`src/rtl/proc_mem_pkg.sv`:
```
// Shared definitions for the TinyRV1 memory-port arbiter and the processor
// control/datapath that drive dmemreq_type.
package proc_mem_pkg;

  localparam logic MEM_READ  = 1'b0;
  localparam logic MEM_WRITE = 1'b1;

  localparam int STREAK_W = 4;

  typedef enum logic [1:0] {
    IDLE,
    REQ,
    RESP
  } state_t;

  typedef enum logic {
    OWN_IMEM,
    OWN_DMEM
  } owner_t;

endpackage

```
`src/rtl/proc_mem_arb.sv`:
```
// Shares one memory port between instruction fetch and load/store, one
// outstanding transaction at a time; data wins unless fetch has waited too long.
module proc_mem_arb
  import proc_mem_pkg::*;
#(
  parameter int MAX_DSTREAK = 4
) (
  input  logic        clk,
  input  logic        rst_n,

  input  logic        imemreq_val,
  output logic        imemreq_rdy,
  input  logic [31:0] imemreq_addr,
  output logic        imemresp_val,
  output logic [31:0] imemresp_data,

  input  logic        dmemreq_val,
  output logic        dmemreq_rdy,
  input  logic        dmemreq_type,
  input  logic [31:0] dmemreq_addr,
  input  logic [31:0] dmemreq_wdata,
  output logic        dmemresp_val,
  output logic [31:0] dmemresp_data,

  output logic        memreq_val,
  input  logic        memreq_rdy,
  output logic        memreq_type,
  output logic [31:0] memreq_addr,
  output logic [31:0] memreq_wdata,
  input  logic        memresp_val,
  input  logic [31:0] memresp_data
);

  localparam logic [STREAK_W-1:0] MAX_S = STREAK_W'(MAX_DSTREAK);

  state_t              r_state;
  state_t              w_state_next;
  owner_t              r_owner;
  logic [STREAK_W-1:0] r_streak;
  logic                r_type;
  logic [31:0]         r_addr;
  logic [31:0]         r_wdata;

  logic w_grant_d;
  logic w_grant_i;
  logic w_resp_fire;

  // Grants are only offered while out of reset so rdy reads 0 during rst_n=0.
  always_comb begin
    w_state_next = r_state;
    w_grant_d    = 1'b0;
    w_grant_i    = 1'b0;
    unique case (r_state)
      IDLE: begin
        if (rst_n) begin
          w_grant_d = dmemreq_val && (!imemreq_val || (r_streak < MAX_S));
          w_grant_i = !w_grant_d && imemreq_val;
        end
        if (w_grant_d || w_grant_i) begin
          w_state_next = REQ;
        end
      end
      REQ: begin
        if (memreq_rdy) begin
          w_state_next = RESP;
        end
      end
      RESP: begin
        if (memresp_val) begin
          w_state_next = IDLE;
        end
      end
      default: w_state_next = IDLE;
    endcase
  end

  always_ff @(posedge clk or negedge rst_n) begin
    if (!rst_n) begin
      r_state  <= IDLE;
      r_owner  <= OWN_IMEM;
      r_streak <= '0;
      r_type   <= MEM_READ;
      r_addr   <= '0;
      r_wdata  <= '0;
    end else begin
      r_state <= w_state_next;
      if (w_grant_d) begin
        r_owner <= OWN_DMEM;
        r_type  <= dmemreq_type;
        r_addr  <= dmemreq_addr;
        r_wdata <= dmemreq_wdata;
        if (!imemreq_val) begin
          r_streak <= '0;
        end else if (r_streak < MAX_S) begin
          r_streak <= r_streak + 1'b1;
        end
      end else if (w_grant_i) begin
        r_owner  <= OWN_IMEM;
        r_type   <= MEM_READ;
        r_addr   <= imemreq_addr;
        r_wdata  <= '0;
        r_streak <= '0;
      end
    end
  end

  assign imemreq_rdy  = w_grant_i;
  assign dmemreq_rdy  = w_grant_d;

  assign memreq_val   = (r_state == REQ);
  assign memreq_type  = r_type;
  assign memreq_addr  = r_addr;
  assign memreq_wdata = r_wdata;

  // Responses are combinational pass-through; stores return zero data.
  assign w_resp_fire   = (r_state == RESP) && memresp_val;
  assign imemresp_val  = w_resp_fire && (r_owner == OWN_IMEM);
  assign dmemresp_val  = w_resp_fire && (r_owner == OWN_DMEM);
  assign imemresp_data = imemresp_val ? memresp_data : 32'h0;
  assign dmemresp_data = (dmemresp_val && (r_type == MEM_READ)) ? memresp_data : 32'h0;

endmodule
```
`config.mk`:
```
export PLATFORM = sky130hd
export DESIGN_NAME = proc_mem_arb
export DESIGN_NICKNAME = d
export VERILOG_FILES = /design/src/rtl/proc_mem_pkg.sv /design/src/rtl/proc_mem_arb.sv
export SDC_FILE = /design/constraint.sdc
export NUM_CORES = 1
export LEC_CHECK = 0
export CAP_MARGIN = 10
export CORE_ASPECT_RATIO = 1.75
export CORE_MARGIN = 8
export CORE_UTILIZATION = 35
export DETAILED_ROUTE_END_ITERATION = 10
export PLACE_DENSITY = 0.79
export SKIP_CTS_REPAIR_TIMING = 1
export SLEW_MARGIN = 20
export SYNTH_ARGS = -nofsm -noshare
export SYNTH_HDL_FRONTEND = slang
export SYNTH_SLANG_ARGS = --single-unit
```
`constraint.sdc`:
```
create_clock -name clk -period 4.5 [get_ports clk]
set_input_delay 1.125 -clock clk [delete_from_list [all_inputs] [get_ports clk]]
set_output_delay 1.125 -clock clk [all_outputs]
set_load 0.1 [all_outputs]
```
After elaboration in Yosys (flattened, before gate mapping) --
Cells that the tools add are included.
Cells by class: add/sub/neg operators 1, $lt $le $gt $ge 1, equal/unequal tests 6, mux-type cells 23, bitwise logic cells 2, reduce and logical (&&, ||, !) cells 14
Operator list (count):
- $mux 32 | 6
- $mux 4 | 4
- $mux 1 | 9
- $logic_and 1x1->1 | 6
- $mux 2 | 3
- $pmux 2 s3 | 1
- $add 4x1->4 const B | 1
- $lt 4x3->1 const B | 1
- $ne 2x2->1 const B | 2
- $ne 3x2->1 const B | 1
- $reduce_and 3->1 | 1
- $eq 2x1->1 const B | 1
- $eq 2x2->1 const B | 1
- $logic_not 1->1 | 2
- $logic_not 2->1 | 1
- $logic_or 1x1->1 | 2
- $ne 2x1->1 const B | 1
- $not 1->1 | 2
- $reduce_and 2->1 | 1
- $reduce_bool 2->1 | 1
Word-level totals: register bits 72, output and inout bits 134, word-level logic and storage cells 53

Logic depth before layout (Yosys ltp) --
Gate-level depths: netlist (run 1).
word-level depth 10, depth in mapped cells 6, gate-level depth less buffers 4

Least setup slack after synthesis (run 1) --
No wires, ideal clock.
kind input port to output port, from input port memresp_val, to output port imemresp_data[22], arrival time 3.233 ns, slack 0.142 ns, cell stages on the path 3, path buffers 1, cells stage by stage nor3b_2 > clkbuf_1 > and2_1
Between the ends: cells in the longest elaborated chain, start to end 3
Ends and longest elaborated chain:
- from (decl) | line proc_mem_arb.sv:30 | input logic memresp_val,
- $logic_and 1x1->1 | line proc_mem_arb.sv:116 | assign w_resp_fire = (r_state == RESP) && memresp_val;
- $logic_and 1x1->1 | line proc_mem_arb.sv:117 | assign imemresp_val = w_resp_fire && (r_owner == OWN_IMEM);
- named net imemresp_val | line proc_mem_arb.sv:14 | output logic imemresp_val,
- $mux 32 | line proc_mem_arb.sv:119 | assign imemresp_data = imemresp_val ? memresp_data : 32'h0;
- to (decl) | line proc_mem_arb.sv:15 | output logic [31:0] imemresp_data,
The timed path passes the listed nets, and every way through them passes these cells.

Final worst setup path (run 1) --
from input port memresp_val, to output port dmemresp_data[4]
Between the ends: cells in the longest elaborated chain, start to end 4
Ends and longest elaborated chain:
- $logic_and 1x1->1 | line proc_mem_arb.sv:116
- $logic_and 1x1->1 | line proc_mem_arb.sv:118 | assign dmemresp_val = w_resp_fire && (r_owner == OWN_DMEM);
- $logic_and 1x1->1 | line proc_mem_arb.sv:120 | assign dmemresp_data = (dmemresp_val && (r_type == MEM_READ)) ? memresp_data : 32'h0;
- $mux 32 | line proc_mem_arb.sv:120
- to (decl) | line proc_mem_arb.sv:23 | output logic [31:0] dmemresp_data,
Every way passes these cells.

==> results of run 1 <==
==> per-stage QoR <==
stage                     power (mW)  setup slack (ns)  cells  hold slack [ns]
after global placement         5.118            0.7726    768           0.4821
final                          5.911            0.7235    785           0.4991
after detailed placement       5.161            0.7208    768           0.4848
after floorplan                4.085            0.1421    392           0.4772
after CTS                      5.958            0.7208    784           0.5027
after global routing           6.107            0.6569    785           0.5159
==> kinds of logic after synthesis <==
kind of cell,after synthesis,share of synthesized area (%)
fa+ha+maj,1,0.3074
compound gates,137,26.53
buf+inv,38,6.087
flops,72,44.27
mux,1,0.2766
simple gates,143,22.53
==> Yosys cell counts (2+ instances only) <==
library cell and count:
a21boi_0 32, a22o_1 24, a22o_2 10, and2_1 97
buf_12 3, buf_2 3, buf_4 4, buf_6 5
clkbuf_1 21, dfrtp_1 72, nand2_1 2, nor2_1 2
nor2b_1 32, nor3b_2 2, o21ai_0 29, o21ai_1 6
o32a_1 32
==> worst register-to-register path, cell delays in order, from the launching register on <==
cell	delay [ns]
dfrtp_1	0.41
nor3b_4	0.21
buf_4	0.36
o21ai_4	0.36
mux2_2	0.39
==> metal layers <==
| metal | up-vias | track usage, % | wire length (um) |
|---|---|---|---|
| li1 | 1906 | - | - |
| met1 | 1999 | 21.52 | 6205 |
| met2 | 225 | 36.47 | 8505 |
| met3 | 27 | 9.948 | 1665 |
| met4 | 8 | 6.023 | 299 |
| met5 | - | 0 | 52 |
==> path summary, 6_finish.rpt <==
kind	from	end	cells after the start
worst max-delay path	memresp_val	dmemresp_data[4]	6
worst min-delay path	memreq_addr[5]	memreq_addr[5]	1
worst max register to register	r_state[0]	r_streak[0]	4
worst min register to register	memreq_addr[5]	memreq_addr[5]	1
max in group asynchronous	rst_n	memreq_wdata[21]	2
min in group asynchronous	rst_n	memreq_wdata[13]	2
==> registers in the layout, indices dropped and copies added (netlist names) <==
signal	count
r_owner	1
memreq_addr	32
r_state	2
r_streak	4
memreq_type	1
memreq_wdata	32
==> power by group <==
part / switching (mW) / total (mW) / internal (mW)
registers: 0.190 / 1.15 / 0.958
clock network: 0.276 / 0.775 / 0.500
logic: 2.96 / 3.99 / 1.03
==> final cells by class <==
type                    count  area [um2]  share of cell area (%)
repair buffers            278        3418                   44.11
multi-input cells         282        2032                   26.22
flip-flops and latches     72        1802                   23.25
clock buffers              11       242.7                   3.132
well taps                 135       168.9                   2.180
clock inverters             5       80.08                   1.033
inverters                   1       3.754                 0.04843
diodes                      1       2.502                 0.03229
==> run_results.csv, run 1 <==
group,metric,value,unit
grt,grt_pass1_vias,4448,
placement,dpl_cell_area,0.007425,mm2
grt,grt_pass1_wl,25590,um
sta,setup_tns,0,ns
clock_network,clkLatencyLatePin,0.33,ns
sta,setup_violations,0,
floorplan,boundaryPins,269,
final_layout,stdcell_area,0.007750,mm2
status,status,"completed",
critical_path,critPathSlowestCell,"clkdlybuf4s50_1",
final_layout,area.growth.synth_to_final,90.41,%
drt,wl_per_cell,21.31,um
drt,first_pass_iters,4,
yosys,synth_top_cell_by_area,"dfrtp_1",
yosys,synth_cells,392,
yosys,ys.flop_type,"dfrtp_1",
final_layout,final.fill_count,855,
clock_network,cts_sinks,72,
yosys,yosys_warnings,0,
sta,fin_crit_sh,83.92,%
run,cap_violations,0,
critical_path,path_buf_inv,3,
yosys,postSynthAreaPerCell,10.38,um2
power_and_ir_drop,p_per_area,762.7,mW/mm2
power_and_ir_drop,ir_drop,0.0005675,V
critical_path,path_max_fanout,32,
placement,dp_hpwl,13240,um
final_layout,fin_util,67.68,%
clock_network,clk_pin_slew_worst_paths,0.06,ns
drt,drc,0,
floorplan,initial_core_util,35.54,%
critical_path,worstPathArrival,2.65,ns
sta,drv_slew,0,
floorplan,fp.dieArea,0.01547,mm2
floorplan,die_w,97.52,um
critical_path,worstPathRequired,3.38,ns
placement,port_buffers,268,
yosys,synth_area_leaders,"dfrtp_1, and2_1, o32a_1",
critical_path,critPathLaunchType,"input port",
critical_path,reg2reg_slack,2.65,ns
yosys,synth_top_area_share,44.27,%
grt,grt_max_degree,73,
yosys,synth_edf_count,0,
sta,rsz0062_at_grt,"false",
yosys,synth_seq_area_share,44.27,%
drt,num_vias,4165,
hold_path,min-delay-path-class,"reg2reg",
sta,skew,0.006617,ns
yosys,synth_fp_nets,528,
sta,fmax,0.2648,GHz
final_layout,drive_gt1_share,17.57,%
drt,wirelength,16730,um
final_layout,final_common_cell,"clkdlybuf4s50_1",
sta,tightest_slew,1.049,ns
grt,globalRoute.totalOverflow,0,
critical_path,critPathKind,"in2out",
sta,post-route-min-period,3.776,ns
sta,maxSlewHeadroom,29.84,%
placement,gp_congestion,0.8768,
yosys,ys_ff_latch,72,
final_layout,fin_nets,780,
clock_network,ctsHtreeMaxLevel,3,
clock_network,cts_made_buffers,9,
critical_path,path_delay_family,"buffers and inverters",
floorplan,std_cell_rows,52,
floorplan,die_h,158.7,um
clock_network,cts_tree,"done",
drt,viasPerCell,5.306,
critical_path,crit_path_cell_trace,"clkdlybuf4s50_1 > and4b_2 > and2b_1 > buf_4 > and2_1 > buf_12",
yosys,async_flop_share,100.0,%
yosys,netlist_area,0.004070,mm2
grt,grt_usage,20.81,%
critical_path,max_stage_delay,0.49,ns
power_and_ir_drop,cellLeakagePower,3.131,nW
drt,detail-route-antenna-nets,0,
floorplan,coreArea,0.01145,mm2
critical_path,end_kind,"output pin",
clock_network,clock_path_buffers,2,
yosys,synth_cell_types,33,
sta,finalHoldViolCount,0,
clock_network,clockRootBuffer,"clkbuf_16",
grt,antenna_found_initial,5,
final_layout,most-common-layout-cells,"clkdlybuf4s50_1, and2_1, dfrtp_1",
drt,drt-initial-drc-count,154,
Note: power is estimated with default switching activity, not from simulation.
==> inputs of run 2 (changes only) <==
==> constraint.sdc (replaced) <==
create_clock -name clk -period 3.5 [get_ports clk]
set_input_delay 0.875 -clock clk [delete_from_list [all_inputs] [get_ports clk]]
set_output_delay 0.875 -clock clk [all_outputs]
set_load 0.1 [all_outputs]
==> run_results.csv, run 2 (synthesis results as in run 1) <==
group,metric,value,unit
status,status,"completed",
final_layout,most-common-layout-cells,"clkdlybuf4s50_1, buf_4, dfrtp_1",
grt,grt_pass1_wl,26530,um
final_layout,area.growth.synth_to_final,88.90,%
critical_path,endpoint,"dmemresp_data[31]",
grt,grt_use_met2,38.08,%
clock_network,clkLatencyLatePin,0.33,ns
sta,post-route-min-period,3.226,ns
clock_network,cts_tree,"done",
clock_network,ctsHtreeMaxLevel,3,
critical_path,cp_common_cell,"buf_12",
floorplan,initial_core_util,35.54,%
sta,finalHoldViolCount,0,
grt,antenna_found_initial,7,
final_layout,drive_gt1_share,32.98,%
critical_path,path_delay_family,"buffers and inverters",
sta,fin_crit_sh,92.18,%
placement,port_buffers,268,
placement,dpl_cell_area,0.007375,mm2
grt,grt_pass1_vias,4507,
critical_path,critPathSlowestCell,"clkdlybuf4s50_1",
drt,num_vias,4185,
drt,drt-initial-drc-count,155,
sta,drv_slew,0,
clock_network,cts_sinks,72,
floorplan,die_w,97.52,um
drt,detail-route-antenna-nets,0,
final_layout,final.fill_count,872,
critical_path,max_stage_delay,0.49,ns
sta,tightest_slew,0.7927,ns
clock_network,clock_path_buffers,2,
sta,setup_violations,0,
critical_path,critical_path_cell_count,6,
sta,skew,0.008617,ns
critical_path,worstPathArrival,2.35,ns
critical_path,path_max_fanout,32,
floorplan,std_cell_rows,52,
grt,met1_usage,21.44,%
placement,gp_congestion,0.8777,
placement,dp_hpwl,14130,um
final_layout,final_common_cell,"clkdlybuf4s50_1",
drt,first_pass_iters,4,
sta,setup_tns,0,ns
floorplan,die_h,158.7,um
critical_path,worstPathRequired,2.62,ns
sta,fmax,0.3099,GHz
critical_path,end_kind,"output pin",
clock_network,clk_pin_slew_worst_paths,0.06,ns
power_and_ir_drop,finalPower,7.471,mW
power_and_ir_drop,ir_drop,0.0008581,V
critical_path,ff2ff_path_depth,5,
final_layout,fin_nets,783,
critical_path,path_buf_inv,3,
sta,maxSlewHeadroom,47.10,%
drt,wirelength,17410,um
grt,grt_use_met3,9.948,%
critical_path,reg2reg_slack,1.58,ns
placement,dp.cells,771,
drt,viasPerCell,5.291,
grt,globalRoute.totalOverflow,0,
floorplan,coreArea,0.01145,mm2
drt,wl_per_cell,22.01,um
grt,grt_max_degree,69,
critical_path,timing.rr.start,"r_state[0]",
power_and_ir_drop,p_per_area,971.7,mW/mm2
power_and_ir_drop,cellLeakagePower,3.237,nW
drt,drc,0,
floorplan,fp.dieArea,0.01547,mm2
grt,top_usage_layer,"met2",
critical_path,worst_r2r_endpoint,"memreq_wdata[10]",
critical_path,critPathLaunchType,"input port",
grt,grt_usage,21.77,%
final_layout,stdcell_area,0.007689,mm2
hold_path,min-delay-path-class,"reg2reg",
sta,rsz0062_at_grt,"false",
run,cap_violations,0,
clock_network,cts_made_buffers,9,
critical_path,crit_path_start,"memresp_val",
final_layout,final_cells,791,
floorplan,boundaryPins,269,
critical_path,critPathKind,"in2out",
clock_network,clockRootBuffer,"clkbuf_16",
critical_path,crit_path_cell_trace,"clkdlybuf4s50_1 > and4b_2 > and2b_1 > buf_12 > and2_1 > buf_12",
[run 2: cell types whose count changed in the layout (fill, tap and decap cells not counted), sizes merged, moves of 2 or more]
cell and delta:
clkbuf -2, buf +69, inv +3, clkdlybuf4s50 -66
diode +3
[run 2: cell type report]
| cell class | instances | area [um2] | share of cell area (%) |
|---|---|---|---|
| flip-flops and latches | 72 | 1802 | 23.43 |
| inverters | 1 | 3.754 | 0.04882 |
| repair buffers | 281 | 3329 | 43.30 |
| well taps | 135 | 168.9 | 2.197 |
| diodes | 4 | 10.01 | 0.1302 |
| clock inverters | 7 | 78.83 | 1.025 |
| multi-input cells | 282 | 2071 | 26.93 |
| clock buffers | 9 | 225.2 | 2.929 |
[run 2: worst min path at each step]
stage	startpoint	to	slack (ns)	cells past startpoint
after CTS	memreq_addr[29]	memreq_addr[29]	0.50	1
after global placement	memreq_addr[30]	memreq_addr[30]	0.48	1
after global routing	memreq_addr[10]	memreq_addr[10]	0.51	1
after floorplan	r_streak[1]	r_streak[1]	0.48	1
final	memreq_addr[10]	memreq_addr[10]	0.50	1
after detailed placement	memreq_wdata[6]	memreq_wdata[6]	0.48	1
[run 2: where the power goes]
| part | leakage, nW | switching [mW] | internal, mW |
|---|---|---|---|
| registers | 0.861 | 0.255 | 1.23 |
| logic | 2.24 | 3.83 | 1.22 |
| clock network | 0.139 | 0.377 | 0.559 |
| total | 3.24 | 4.47 | 3.01 |
[run 2: per-stage QoR]
step / hold WS [ns] / setup WS [ns] / utilization (%)
2_1_floorplan: 0.4772 / 0.1213 / -
3_3_place_gp: 0.4836 / 0.2897 / 64.30
3_5_place_dp: 0.4827 / 0.2609 / 64.40
4_1_cts: 0.5014 / 0.2610 / 67.06
5_1_grt: 0.5118 / 0.1969 / 67.10
6_report: 0.4990 / 0.2736 / 67.14
[run 2: worst reg2reg max path: stages (launching register included)]
cell     delay, ns
dfrtp_1       0.42
nor3b_4       0.23
buf_4         0.37
o21ai_2       0.32
buf_12        0.26
a22o_2        0.23
[run 2: per-layer routing]
metal / share of wire, % / wire [um] / up-vias
met5: 0.20 / 35 / -
met4: 4.0 / 695 / 6
met3: 9.5 / 1648 / 40
met2: 51 / 8881 / 232
met1: 35 / 6145 / 1982
li1: - / - / 1925
==> inputs of run 3 (changes only) <==
--- a/config.mk
+++ b/config.mk
@@ -10,6 +10,7 @@
 export CORE_MARGIN = 8
 export CORE_UTILIZATION = 35
 export DETAILED_ROUTE_END_ITERATION = 10
+export GPL_ROUTABILITY_DRIVEN = 0
 export PLACE_DENSITY = 0.79
 export SKIP_CTS_REPAIR_TIMING = 1
 export SLEW_MARGIN = 20
==> results of run 3 <==
Same layout as run 2: the final DEF is identical, and so are final timing and power.
==> variant 1 (settings of run 2) <==
`STREAK_W`: 4 -> 5.
--- a/src/rtl/proc_mem_pkg.sv
+++ b/src/rtl/proc_mem_pkg.sv
@@ -6,5 +6,5 @@
   localparam logic MEM_WRITE = 1'b1;
 
-  localparam int STREAK_W = 4;
+  localparam int STREAK_W = 5;
 
   typedef enum logic [1:0] {
Function: no difference found for any inputs over 10 cycles, from zero or initial values and one cycle with rst_n low; that may be too few to reach the edited logic, so the function may still have changed.
==> variant 1 against run 2 <==
  * Final area decreased by 4.6%
  * Sequential cell count grew 1
  * Fmax shrank 1.0%
  * Total power up 0.47%
  * Via count fell by 4.0%
  * Core utilization grew 2.7 points
  * Sequential share of layout area is 1.5 points higher
  * Clock power is 20% higher
  * Non-clock buffer count decreased by 1
  * Worst setup slack got worse by 33 ps
  * Routed wire length down 0.83%
  * Clock skew down 2.7 ps
  * Synthesized area down 8.5%
  * Largest cell class unchanged
  * Largest power group unchanged
  * Highest routed layer is now met4
==> variant 1: results (changes against run 2) <==
\begin{tabular}{lr}
\hline
Metric & Value \\
\hline
\multicolumn{2}{l}{\textbf{Synthesis}} \\
Unique masters post-synth & 29 (was 33) \\
Mapped Nets & 500 (was 528) \\
Synthesized instance count & 364 (was 392) \\
Seq/Total Area, Yosys & 0.491 (was 0.443) \\
Largest cells by area after synthesis & sky130\_fd\_sc\_hd\_\_dfrtp\_1 (49\%), sky130\_fd\_sc\_hd\_\_a211oi\_1 (13\%), sky130\_fd\_sc\_hd\_\_and2\_1 (11\%), sky130\_fd\_sc\_hd\_\_a22o\_1 (8.5\%), sky130\_fd\_sc\_hd\_\_a21oi\_1 (4.3\%) (was sky130\_fd\_sc\_hd\_\_dfrtp\_1 (44\%), sky130\_fd\_sc\_hd\_\_and2\_1 (15\%), sky130\_fd\_sc\_hd\_\_o32a\_1 (7.9\%), sky130\_fd\_sc\_hd\_\_a21boi\_0 (5.9\%), sky130\_fd\_sc\_hd\_\_a22o\_1 (5.2\%)) \\
\multicolumn{2}{l}{\textbf{Critical path}} \\
Arrival time reported for the critical path endpoint & 2380 ps (was 2350 ps) \\
\multicolumn{2}{l}{\textbf{Pwr}} \\
Sw frac & 0.585 (was 0.598) \\
Static power due to leakage & 3.13 nW (was 3.24 nW) \\
\multicolumn{2}{l}{\textbf{Routing}} \\
Number of DRC markers in iteration 0 & 232 (was 155) \\
Detail-routed net length per standard cell & 22.9 um (was 22.0 um) \\
Post-DR vias/cell & 5.33 (was 5.29) \\
Via count & 4017 (was 4185) \\
\multicolumn{2}{l}{\textbf{STA}} \\
Clock Skew & 5.88 ps (was 8.62 ps) \\
Worst Max-Slew Pin Slew & 928 ps (was 793 ps) \\
\multicolumn{2}{l}{\textbf{Place}} \\
Instance count after placement with tap cells included & 735 (was 771) \\
Placed cell areas & 0.00696 mm\^{}2 (was 0.00737 mm\^{}2) \\
Final RePlAce weighted congestion & 0.866 (was 0.878) \\
HPWL after detailed placement & 13.4 mm (was 14.1 mm) \\
\multicolumn{2}{l}{\textbf{Finish}} \\
Share of post-route cells with drive strength above 1 & 0.274 (was 0.330) \\
Total number of nets in the final design & 752 (was 783) \\
\multicolumn{2}{l}{\textbf{Global route}} \\
Total global routing track utilization & 0.234 (was 0.218) \\
Number of antenna violations at the first check in global routing & 2 (was 7) \\
Number of global-route vias before repair & 4276 (was 4507) \\
Global-route wire length before repair & 25.6 mm (was 26.5 mm) \\
\multicolumn{2}{l}{\textbf{Run status}} \\
Run status & completed (unchanged) \\
\hline
\end{tabular}
==> variant 1: changes by cell type after synthesis, sizes merged, moves of 2 or more <==
cell / change
a22o: +2
o32a: -32
a211oi: +64
and2: -31
nor2b: -32
a21boi: -32
buf: +17
a21oi: +33
nor3b: -2
o21ai: -35
clkbuf: -15
nor2: +32
==> variant 1: area by class of cell <==
cell class                      count  area, um^2  area share
Clock buffer                        9         225      0.0307
Multi-Input combinational cell    250        1670       0.228
Sequential cell                    73        1830       0.249
Tap cell                          130         163      0.0222
Antenna cell                        2        5.00    0.000682
Clock inverter                      7         141      0.0193
Inverter                            2        7.51     0.00102
Timing Repair Buffer              280        3300       0.450
==> variant 1: logic make-up after synthesis <==
| logic type | count (synthesis) | share of synthesized area |
|---|---|---|
| AOI/OAI and AO/OA | 136 | 0.268 |
| adders and majority gates | 1 | 0.00336 |
| buffers and inverters | 41 | 0.0615 |
| DFF | 73 | 0.491 |
| muxes | 1 | 0.00302 |
| and+or+nand+nor | 112 | 0.173 |
==> variant 1: path summary, 6_finish.rpt <==
kind,end,cells past startpoint,startpoint,slack [ps]
setup reg to reg,memreq_wdata[30]$_DFFE_PN0P_,5,r_state[0]$_DFFE_PN0P_,1520
hold reg to reg,memreq_wdata[11]$_DFFE_PN0P_,1,memreq_wdata[11]$_DFFE_PN0P_,500
max in group asynchronous,memreq_addr[2]$_DFFE_PN0P_,2,rst_n,2100
setup / recovery,dmemresp_data[6],6,memresp_val,240
min in group asynchronous,r_streak[2]$_DFFE_PN0P_,2,rst_n,820
hold / removal,memreq_wdata[11]$_DFFE_PN0P_,1,memreq_wdata[11]$_DFFE_PN0P_,500
==> variant 1: per-stage QoR <==
stage	utilization	power, mW	setup WS [ps]
global placement	0.663	6.34	281
finish	0.698	7.51	241
detailed placement	0.663	6.41	242
CTS	0.698	7.55	237
floorplan	-	5.11	17.0
global route	0.698	7.74	143
==> variant 1: critical path, cell delays in order <==
cell                              delay, ps
sky130_fd_sc_hd__clkdlybuf4s50_1        490
sky130_fd_sc_hd__and4b_2                280
sky130_fd_sc_hd__and2b_1                170
sky130_fd_sc_hd__buf_12                 170
sky130_fd_sc_hd__and2_1                 200
sky130_fd_sc_hd__buf_12                 190
==> variant 1: per-layer routing <==
layer	GRT usage	routed length [um]	vias to the layer above
li1	-	-	1832
met1	0.241	6140	1931
met2	0.418	9230	210
met3	0.0557	1170	44
met4	0.122	722	0
met5	0	0	-
==> variant 1: power by group through the flow <==
stage / logic [mW] / clock network (mW) / registers (mW)
floorplan: 1.03 / 0 / 4.08
global placement: 4.88 / 0 / 1.46
detailed placement: 4.93 / 0 / 1.48
CTS: 4.94 / 1.14 / 1.47
global route: 5.04 / 1.18 / 1.52
finish: 4.91 / 1.12 / 1.47
==> variant 2 (flow settings as in run 2) <==
Without the edit above. Reset style: synchronous (`rst_n`), changed in one clocked block.
--- a/src/rtl/proc_mem_arb.sv
+++ b/src/rtl/proc_mem_arb.sv
@@ -75,5 +75,5 @@
   end
 
-  always_ff @(posedge clk or negedge rst_n) begin
+  always_ff @(posedge clk) begin
     if (!rst_n) begin
       r_state  <= IDLE;
Behaviour: differs if rst_n is asserted again (counterexample within 4 cycles, from zero or initial values and one cycle with rst_n low); with rst_n held inactive, the same outputs for 10 cycles.
==> variant 2 against run 2 <==
  * Worst setup slack worse by 93 ps
  * Final area shrank 7.1%
  * Synthesized area shrank 14%
  * Sequential cell count unchanged
  * Via count down 6.8%
  * Routed wire length shrank 8.8%
Power is not compared: it rests on default switching activity, and its combinational part moved more than twofold at a synthesized area within 25%.
==> variant 2: results (changes against run 2) <==
\begin{tabular}{lr}
\hline
Metric & Value \\
\hline
\multicolumn{2}{l}{\textbf{Finish}} \\
Filler cell count & 704 (was 872) \\
Clock buf/inv share & 0.0408 (was 0.0395) \\
Signal inverters & 35 (was 1) \\
Multi-Input Combinational & 221 (was 282) \\
Non-clock buffer area fraction after layout & 0.465 (was 0.433) \\
Antenna diodes & 0 (was 4) \\
Total number of nets in the final design & 755 (was 783) \\
\multicolumn{2}{l}{\textbf{Routing}} \\
Number of DRC markers in iteration 0 & 108 (was 155) \\
Post-DR vias/cell & 5.21 (was 5.29) \\
Detailed-routed wire length on met3 & 1.51 mm (was 1.65 mm) \\
Via count & 3900 (was 4185) \\
Routed length on met1 & 5.71 mm (was 6.15 mm) \\
Met2 wirelength from detailed routing & 8.33 mm (was 8.88 mm) \\
Detail-routed net length per standard cell & 21.2 um (was 22.0 um) \\
\multicolumn{2}{l}{\textbf{Global route}} \\
Number of antenna violations at the first check in global routing & 2 (was 7) \\
Total global routing track utilization & 0.226 (was 0.218) \\
Number of global-route vias before repair & 4023 (was 4507) \\
Grt met2 use & 0.410 (was 0.381) \\
Met1 GRT Util & 0.222 (was 0.214) \\
Met3 Resource Use GR & 0.0989 (was 0.0995) \\
\multicolumn{2}{l}{\textbf{Synthesis}} \\
Compound-cell area share of the yosys netlist & 0.280 (was 0.265) \\
Unique masters post-synth & 28 (was 33) \\
Ranking of synthesized cells by instance count & sky130\_fd\_sc\_hd\_\_dfxtp\_1 (72), sky130\_fd\_sc\_hd\_\_and2\_1 (66), sky130\_fd\_sc\_hd\_\_a22o\_1 (35), sky130\_fd\_sc\_hd\_\_inv\_1 (34), sky130\_fd\_sc\_hd\_\_nor2b\_1 (34) (was sky130\_fd\_sc\_hd\_\_and2\_1 (97), sky130\_fd\_sc\_hd\_\_dfrtp\_1 (72), sky130\_fd\_sc\_hd\_\_a21boi\_0 (32), sky130\_fd\_sc\_hd\_\_nor2b\_1 (32), sky130\_fd\_sc\_hd\_\_o32a\_1 (32)) \\
Fraction of registers with async set/reset & 0 (was 1.00) \\
Seq/Total Area, Yosys & 0.413 (was 0.443) \\
\multicolumn{2}{l}{\textbf{Place}} \\
Instance count after placement with tap cells included & 733 (was 771) \\
Final RePlAce weighted congestion & 0.801 (was 0.878) \\
Setup slack after placement & 178 ps (was 261 ps) \\
\multicolumn{2}{l}{\textbf{Critical path}} \\
Worst setup path endpoint & dmemresp\_data[0] (was dmemresp\_data[31]) \\
Arrival time reported for the critical path endpoint & 2440 ps (was 2350 ps) \\
R2R depth & 4 (was 5) \\
Slack of the worst reg-to-reg path & 1690 ps (was 1580 ps) \\
\multicolumn{2}{l}{\textbf{STA}} \\
Hold\_ws & 477 ps (was 499 ps) \\
Worst-case headroom to the max-slew limit & 0.554 (was 0.471) \\
Clock Skew & 7.20 ps (was 8.62 ps) \\
Worst Max-Slew Pin Slew & 669 ps (was 793 ps) \\
Clock period minus final worst setup slack & 3320 ps (was 3230 ps) \\
\multicolumn{2}{l}{\textbf{Run status}} \\
Run status & completed (unchanged) \\
\hline
\end{tabular}
## variant 2: cell types whose count changed in the layout (fill, tap and decap cells not counted), sizes merged, moves of 3 or more
cell / delta
dfxtp: +72
inv: +37
dfrtp: -72
o221a: +32
o32a: -32
and2: -31
a32oi: +32
diode: -4
o21ai: -35
buf: -3
clkinvlp: -3
a21boi: -32
## variant 2: worst min-delay path by stage
stage / startpoint / endpoint / cells after the start
after floorplan: r_streak[3]$_SDFFE_PN0P_ / r_streak[3]$_SDFFE_PN0P_ / 1
after global placement: memreq_wdata[6]$_SDFFE_PN0P_ / memreq_wdata[6]$_SDFFE_PN0P_ / 1
after detailed placement: memreq_wdata[24]$_SDFFE_PN0P_ / memreq_wdata[24]$_SDFFE_PN0P_ / 1
after CTS: memreq_wdata[21]$_SDFFE_PN0P_ / memreq_wdata[21]$_SDFFE_PN0P_ / 1
after global routing: memreq_wdata[24]$_SDFFE_PN0P_ / memreq_wdata[24]$_SDFFE_PN0P_ / 1
final: memreq_wdata[24]$_SDFFE_PN0P_ / memreq_wdata[24]$_SDFFE_PN0P_ / 1
## variant 2: worst register-to-register path: stages, from the launching register on
cell and delay (ps):
sky130_fd_sc_hd__dfxtp_1 360, sky130_fd_sc_hd__or3b_1 510, sky130_fd_sc_hd__nor3b_4 280, sky130_fd_sc_hd__buf_4 390, sky130_fd_sc_hd__a22o_1 220
## variant 2: power by group
| group | total [mW] | internal [mW] | switching, mW |
|---|---|---|---|
| clock | 0.883 | 0.502 | 0.381 |
| combinational | 1.09 | 0.345 | 0.747 |
| sequential | 0.936 | 0.891 | 0.0444 |
| total | 2.91 | 1.74 | 1.17 |
